File: config.mk
export PLATFORM = sky130hd
export DESIGN_NAME = muldiv_iter
export DESIGN_NICKNAME = d
export VERILOG_FILES = /design/src/rtl/muldiv_iter.sv
export SDC_FILE = /design/constraint.sdc
export NUM_CORES = 1
export LEC_CHECK = 0
export BUFFER_PORTS_ARGS = -buffer_cell sky130_fd_sc_hd__buf_2
export CORE_MARGIN = 2
export CORE_UTILIZATION = 50
export CTS_BUF_LIST = sky130_fd_sc_hd__clkbuf_4 sky130_fd_sc_hd__clkbuf_8
export CTS_CLUSTER_DIAMETER = 100
export DETAILED_ROUTE_END_ITERATION = 10
export PLACE_DENSITY_LB_ADDON = 0.1
export SKIP_CTS_REPAIR_TIMING = 1
export SLEW_MARGIN = 20
export SYNTH_ARGS = -nofsm -noshare
export SYNTH_HDL_FRONTEND = slang
export SYNTH_SLANG_ARGS = --single-unit
File: constraint.sdc
create_clock -name clk -period 3.9 [get_ports clk]
set_input_delay 0.585 -clock clk [delete_from_list [all_inputs] [get_ports clk]]
set_output_delay 0.585 -clock clk [all_outputs]
set_load 0.005 [all_outputs]
File: src/rtl/muldiv_iter.sv
// Iterative RV32M multiply/divide: radix-2 shift-add multiplier and restoring
// divider sharing one 64-bit accumulator, one bit per cycle.
//
// state | meaning
// IDLE  | waiting for start; operands latched and magnitudes formed on accept
// CALC  | 32 shift-add or restoring-divide iterations (cnt 0..31)
// FIX   | sign correction, output select, result write
// DONE  | done pulse for one cycle, then IDLE
module muldiv_iter (
    input  logic        clk,
    input  logic        rst,
    input  logic        start,
    input  logic        kill,
    input  logic [2:0]  op,
    input  logic [31:0] a,
    input  logic [31:0] b,
    output logic        busy,
    output logic        done,
    output logic [31:0] result
);

    typedef enum logic [1:0] {S_IDLE, S_CALC, S_FIX, S_DONE} state_t;

    state_t      state_q, state_d;
    logic [4:0]  cnt_q, cnt_d;
    logic [2:0]  op_q, op_d;
    logic        neg_a_q, neg_a_d;
    logic        neg_b_q, neg_b_d;
    logic [63:0] acc_q, acc_d;
    logic [31:0] opb_q, opb_d;
    logic [31:0] result_q, result_d;

    logic        a_sgn, b_sgn, div_zero, div_ovf;
    logic [31:0] a_mag, b_mag;
    logic [32:0] mul_sum;
    logic [63:0] mul_next;
    logic [32:0] div_sh;
    logic        div_ge;
    logic [31:0] div_rem;
    logic [63:0] div_next;
    logic [63:0] prod_fix;
    logic [31:0] quo_fix, rem_fix, fix_res;

    always_comb begin
        a_sgn    = (op == 3'b001) || (op == 3'b010) || (op == 3'b100) || (op == 3'b110);
        b_sgn    = (op == 3'b001) || (op == 3'b100) || (op == 3'b110);
        a_mag    = (a_sgn && a[31]) ? (~a + 32'd1) : a;
        b_mag    = (b_sgn && b[31]) ? (~b + 32'd1) : b;
        div_zero = op[2] && (b == 32'd0);
        div_ovf  = op[2] && !op[0] && (a == 32'h8000_0000) && (b == 32'hFFFF_FFFF);
    end

    // Accumulator holds {high partial product, remaining multiplier bits}
    // for multiply and {partial remainder, dividend/quotient bits} for divide.
    always_comb begin
        mul_sum  = {1'b0, acc_q[63:32]} + (acc_q[0] ? {1'b0, opb_q} : 33'd0);
        mul_next = {mul_sum, acc_q[31:1]};
        div_sh   = {acc_q[63:32], acc_q[31]};
        div_ge   = (div_sh >= {1'b0, opb_q});
        div_rem  = div_ge ? (div_sh[31:0] - opb_q) : div_sh[31:0];
        div_next = {div_rem, acc_q[30:0], div_ge};
    end

    always_comb begin
        prod_fix = (neg_a_q ^ neg_b_q) ? (~acc_q + 64'd1) : acc_q;
        quo_fix  = (neg_a_q ^ neg_b_q) ? (~acc_q[31:0] + 32'd1) : acc_q[31:0];
        rem_fix  = neg_a_q ? (~acc_q[63:32] + 32'd1) : acc_q[63:32];
        case (op_q)
            3'b000:                  fix_res = prod_fix[31:0];
            3'b001, 3'b010, 3'b011:  fix_res = prod_fix[63:32];
            3'b100, 3'b101:          fix_res = quo_fix;
            default:                 fix_res = rem_fix;
        endcase
    end

    always_comb begin
        state_d  = state_q;
        cnt_d    = cnt_q;
        op_d     = op_q;
        neg_a_d  = neg_a_q;
        neg_b_d  = neg_b_q;
        acc_d    = acc_q;
        opb_d    = opb_q;
        result_d = result_q;
        case (state_q)
            S_IDLE: begin
                if (start && !kill) begin
                    op_d    = op;
                    neg_a_d = a_sgn && a[31];
                    neg_b_d = b_sgn && b[31];
                    acc_d   = {32'd0, a_mag};
                    opb_d   = b_mag;
                    cnt_d   = 5'd0;
                    if (div_zero) begin
                        result_d = op[1] ? a : 32'hFFFF_FFFF;
                        state_d  = S_DONE;
                    end else if (div_ovf) begin
                        result_d = op[1] ? 32'd0 : 32'h8000_0000;
                        state_d  = S_DONE;
                    end else begin
                        state_d = S_CALC;
                    end
                end
            end
            S_CALC: begin
                if (kill) begin
                    state_d = S_IDLE;
                end else begin
                    acc_d = op_q[2] ? div_next : mul_next;
                    cnt_d = cnt_q + 5'd1;
                    if (cnt_q == 5'd31) state_d = S_FIX;
                end
            end
            S_FIX: begin
                if (kill) begin
                    state_d = S_IDLE;
                end else begin
                    result_d = fix_res;
                    state_d  = S_DONE;
                end
            end
            S_DONE:  state_d = S_IDLE;
            default: state_d = S_IDLE;
        endcase
    end

    always_ff @(posedge clk) begin
        if (rst) begin
            state_q  <= S_IDLE;
            cnt_q    <= 5'd0;
            op_q     <= 3'd0;
            neg_a_q  <= 1'b0;
            neg_b_q  <= 1'b0;
            acc_q    <= 64'd0;
            opb_q    <= 32'd0;
            result_q <= 32'd0;
        end else begin
            state_q  <= state_d;
            cnt_q    <= cnt_d;
            op_q     <= op_d;
            neg_a_q  <= neg_a_d;
            neg_b_q  <= neg_b_d;
            acc_q    <= acc_d;
            opb_q    <= opb_d;
            result_q <= result_d;
        end
    end

    assign busy   = (state_q != S_IDLE);
    assign done   = (state_q == S_DONE);
    assign result = result_q;

endmodule
==> key figures <==
Global route
  • Initial antenna violation count: 0
  • First-pass GRT wire length: 78000 µm
  • Largest net degree at the start of global routing: between 70 and 80
  • Total global-route track usage: 34.3%
  • Vias in the first global route: approximately 14000
  • Grt total ovfl: 0

Run
  • Max cap viols: 0

Routing
  • DRC Markers: 0
  • WL final: 50800 µm
  • DR pass1 iterations: 8
  • Vias/cell: about 6.4
  • Post-route ant nets: 0
  • WL per Instance: 21.1 µm
  • Routed via count: 15399
  • Detailed Route Iter0 Violations: 1630

Worst setup path
  • Reg2reg start: acc_q[33]$_SDFFE_PP0P_
  • Crit path buf inv count: 2
  • CP Launch Point: acc_q[33]$_SDFFE_PP0P_
  • Worst Setup Path Type: flip-flop to flip-flop
  • R2R depth: 11
  • Slowest stage cell, crit path: a221oi_1
  • Critical Path Max Stage Delay: 0.55 ns
  • Top cell family by delay on the critical path: simple AND/OR/NAND/NOR gates
  • Critical path launch point type: flip-flop
  • Crit path depth: 11
  • Crit-path cells: buf_4 > inv_1 > ha_1 > nor3b_1 > nand4_1 > nor4_1 > nand2_1 > o21a_1 > xor2_1 > a221oi_1 > a211oi_1
  • CP max FO: 8
  • FF-to-FF End: result[18]$_SDFFE_PP0P_
  • Worst setup path end: result[18]$_SDFFE_PP0P_
  • Critical Path RT: 4.24 ns
  • Reg-to-reg slack, setup: about 0.35 ns
  • Critical Path Sink Type: flip-flop
  • Worst Path Arrival: 3.89 ns

Pwr
  • Sw frac: 39.8%
  • Net load switching power: 1.65 mW
  • Seq pwr share: 38.2%
  • Comb power frac: 30.4%
  • Clock Power Share: 31.4%
  • PwrDens: 269 mW/mm²
  • Peak supply drop: roughly 0.00026 V
  • P_leak: around 6.0 nW
  • Pint: 2.49 mW

Yosys
  • Ys async rst share: 0%
  • Synthesized area per cell: 7.10 µm²
  • Flops & latches, synth: 140
  • Seq/Total Area, Yosys: 20.1%
  • Yosys warns: 0
  • Number of enable flip-flop cells after synthesis: 0
  • Synth Flop Type: dfxtp_1
  • Unique masters post-synth: 83
  • Syn nets: 2109
  • Cells after Synth: approximately 2000
  • Netlist Area Pre-Place: 0.0140 mm²

Timing
  • RSZ-0062 raised after global routing: false
  • Setup TNS: 0 ns
  • Worst Skew: 0.0233 ns
  • WHS: approximately 0.34 ns
  • Fin. Hold Viols: 0
  • Fin crit period: 3.55 ns
  • Slew @ Worst Pin: 1.09 ns
  • FMAX: 0.281 GHz
  • Slew headroom: about 27%
  • Post-route setup slack: 0.346 ns
  • Tcrit/Tclk final: 91.1%
  • Slew Viols, Final: 0
  • Final setup fails: 0

Finish
  • Design area: approximately 0.015 mm²
  • Syn-to-layout area delta: 10.5%
  • Fillers: 2767
  • Final Util: 55.8%
  • Layout Nets: 2164
  • Diode count: 0
  • Layout cells sized above 1: 12.7%

Clock network
  • Clk slew on worst S/H paths: 0.09 ns
  • TritonCTS clock tree: done
  • Clock Path Buffers: 2
  • Htree depth: 4
  • Clk_lat worst skew: 0.50 ns
  • CTS buffer count: 17
  • Clk root buf: clkbuf_8
  • Clock sinks: 140

Placed design
  • I/O Buffers: roughly 100
  • Post-detail-place hpwl: 38500 µm
  • DP Area: 0.0150 mm²
  • RePlAce Congestion: about 1
  • DP Worst Slack: 0.266 ns

Die
  • Starting density of the core: 50.5%
  • Die Ht: 171 µm
  • Core area: 0.0276 mm²
  • Die X-Extent: 171 µm
  • FP Rows: 61
  • Die area: 0.0293 mm²
  • # IOs: 105

Min path
  • Hold Crit Class: input pin to flip-flop

Status
  • Status: finished, final reports clean
-- layout make-up --
| type | count | area [µm²] | share of cell area, % |
|---|---|---|---|
| multi-input cells | 1607 | 10300 | 67.1 |
| flip-flops and latches | 140 | 2800 | 18.2 |
| repair buffers | 183 | 1130 | 7.32 |
| well taps | 378 | 473 | 3.07 |
| inverters | 71 | 267 | 1.73 |
| clock buffers | 17 | 234 | 1.52 |
| clock inverters | 15 | 164 | 1.06 |
-- routing by layer --
| metal | wire length, µm | GRT usage (%) |
|---|---|---|
| met5 | 0 | 0 |
| met2 | 21600 | 51.1 |
| met1 | 22300 | 48.2 |
| met4 | 1390 | 11.3 |
| met3 | 5480 | 8.63 |
-- worst min-delay path by stage --
stage                           start  depth (start not counted)                endpoint
2_1_floorplan  opb_q[21]$_SDFFE_PP0P_                          2  opb_q[21]$_SDFFE_PP0P_
3_3_place_gp   opb_q[30]$_SDFFE_PP0P_                          2  opb_q[30]$_SDFFE_PP0P_
3_5_place_dp   opb_q[30]$_SDFFE_PP0P_                          2  opb_q[30]$_SDFFE_PP0P_
4_1_cts                          b[0]                          3   opb_q[0]$_SDFFE_PP0P_
5_1_grt                         op[2]                          3    op_q[2]$_SDFFE_PP0P_
6_report                         b[0]                          3   opb_q[0]$_SDFFE_PP0P_
-- sequential cells by signal (all words and copies together), names as in the netlist --
name,flops
neg_a_q,1
result,32
state_q,2
neg_b_q,1
opb_q,32
op_q,3
acc_q,64
cnt_q,5
-- worst reg2reg max path, delay by kind of cell (launching register included) --
| family | cells | cell delay, ns |
|---|---|---|
| AO/OA/AOI/OAI | 3 | 0.89 |
| XOR/XNOR | 1 | 0.14 |
| adder cells (fa/ha/maj) | 1 | 0.27 |
| buffers and inverters | 2 | 0.28 |
| flip-flops | 1 | 0.35 |
| AND/OR/NAND/NOR | 4 | 1.48 |
-- stage by stage --
step / instances / power (mW)
floorplan: 1965 / 2.42
global placement: 2379 / 2.83
detailed placement: 2379 / 2.84
CTS: 2411 / 4.11
global route: 2411 / 4.33
finish: 2411 / 4.14
-- logic make-up (layout without fill, tap and decap cells) --
logic type | Yosys count | in the layout | share of synthesized area [%]
flip-flops | 140 | 140 | 20.1
adder cells (fa/ha/maj) | 73 | 73 | 6.65
buffers and inverters | 218 | 286 | 6.07
AO/OA/AOI/OAI | 645 | 645 | 30.4
XOR/XNOR | 175 | 175 | 11.0
AND/OR/NAND/NOR | 677 | 677 | 23.2
multiplexers | 37 | 37 | 2.67
-- power by group through the flow --
| stage | combinational (mW) | clock [mW] | sequential, mW |
|---|---|---|---|
| 3_5_place_dp | 1.23 | 0 | 1.61 |
| 4_1_cts | 1.23 | 1.31 | 1.58 |
| 3_3_place_gp | 1.22 | 0 | 1.61 |
| 5_1_grt | 1.37 | 1.36 | 1.59 |
| 6_report | 1.26 | 1.30 | 1.58 |
| 2_1_floorplan | 0.846 | 0 | 1.57 |
-- placed cells by master, fill, tap and decap left out, types with 58 or more instances in the layout --
cell type / count
dfxtp_1: 139
o21ai_0: 109
nor2_1: 260
nand2_1: 149
nor3_1: 58
xor2_1: 87
buf_4: 79
ha_1: 71
xnor2_1: 86
a21oi_1: 161
inv_1: 70
buf_2: 103
a211oi_1: 78
-- Yosys cell counts (all sizes together), types with 10 or more instances --
library cell  count  share of area (%)
a21oi           161                5.8
o31ai            29                1.7
dfxtp           140                 20
buf              22               0.80
a22oi            17               0.91
or2              11               0.49
inv              71                1.9
o41ai            15               0.94
and2             13               0.58
nor2            263                7.1
o21ai           129                4.6
o22ai            16               0.76
a311oi           16                1.0
ha               71                6.4
a31oi            23                1.0
nand2b           15               0.67
o211ai           29                1.6
nor2b            13               0.58
o221ai           13               0.82
nor4             26                1.4
or4              19                1.1
xor2             88                5.5
nor3             60                2.2
or3              19               0.85
xnor2            87                5.5
a221oi           11               0.69
and3             10               0.45
nand2           149                4.0
nand4            31                1.4
nand3            31                1.1
clkbuf          125                3.4
o21bai           15               0.81
a211oi           78                4.2
a21o             28                1.5
mux2i            35                2.5
Note: power is estimated with default switching activity, not from simulation.
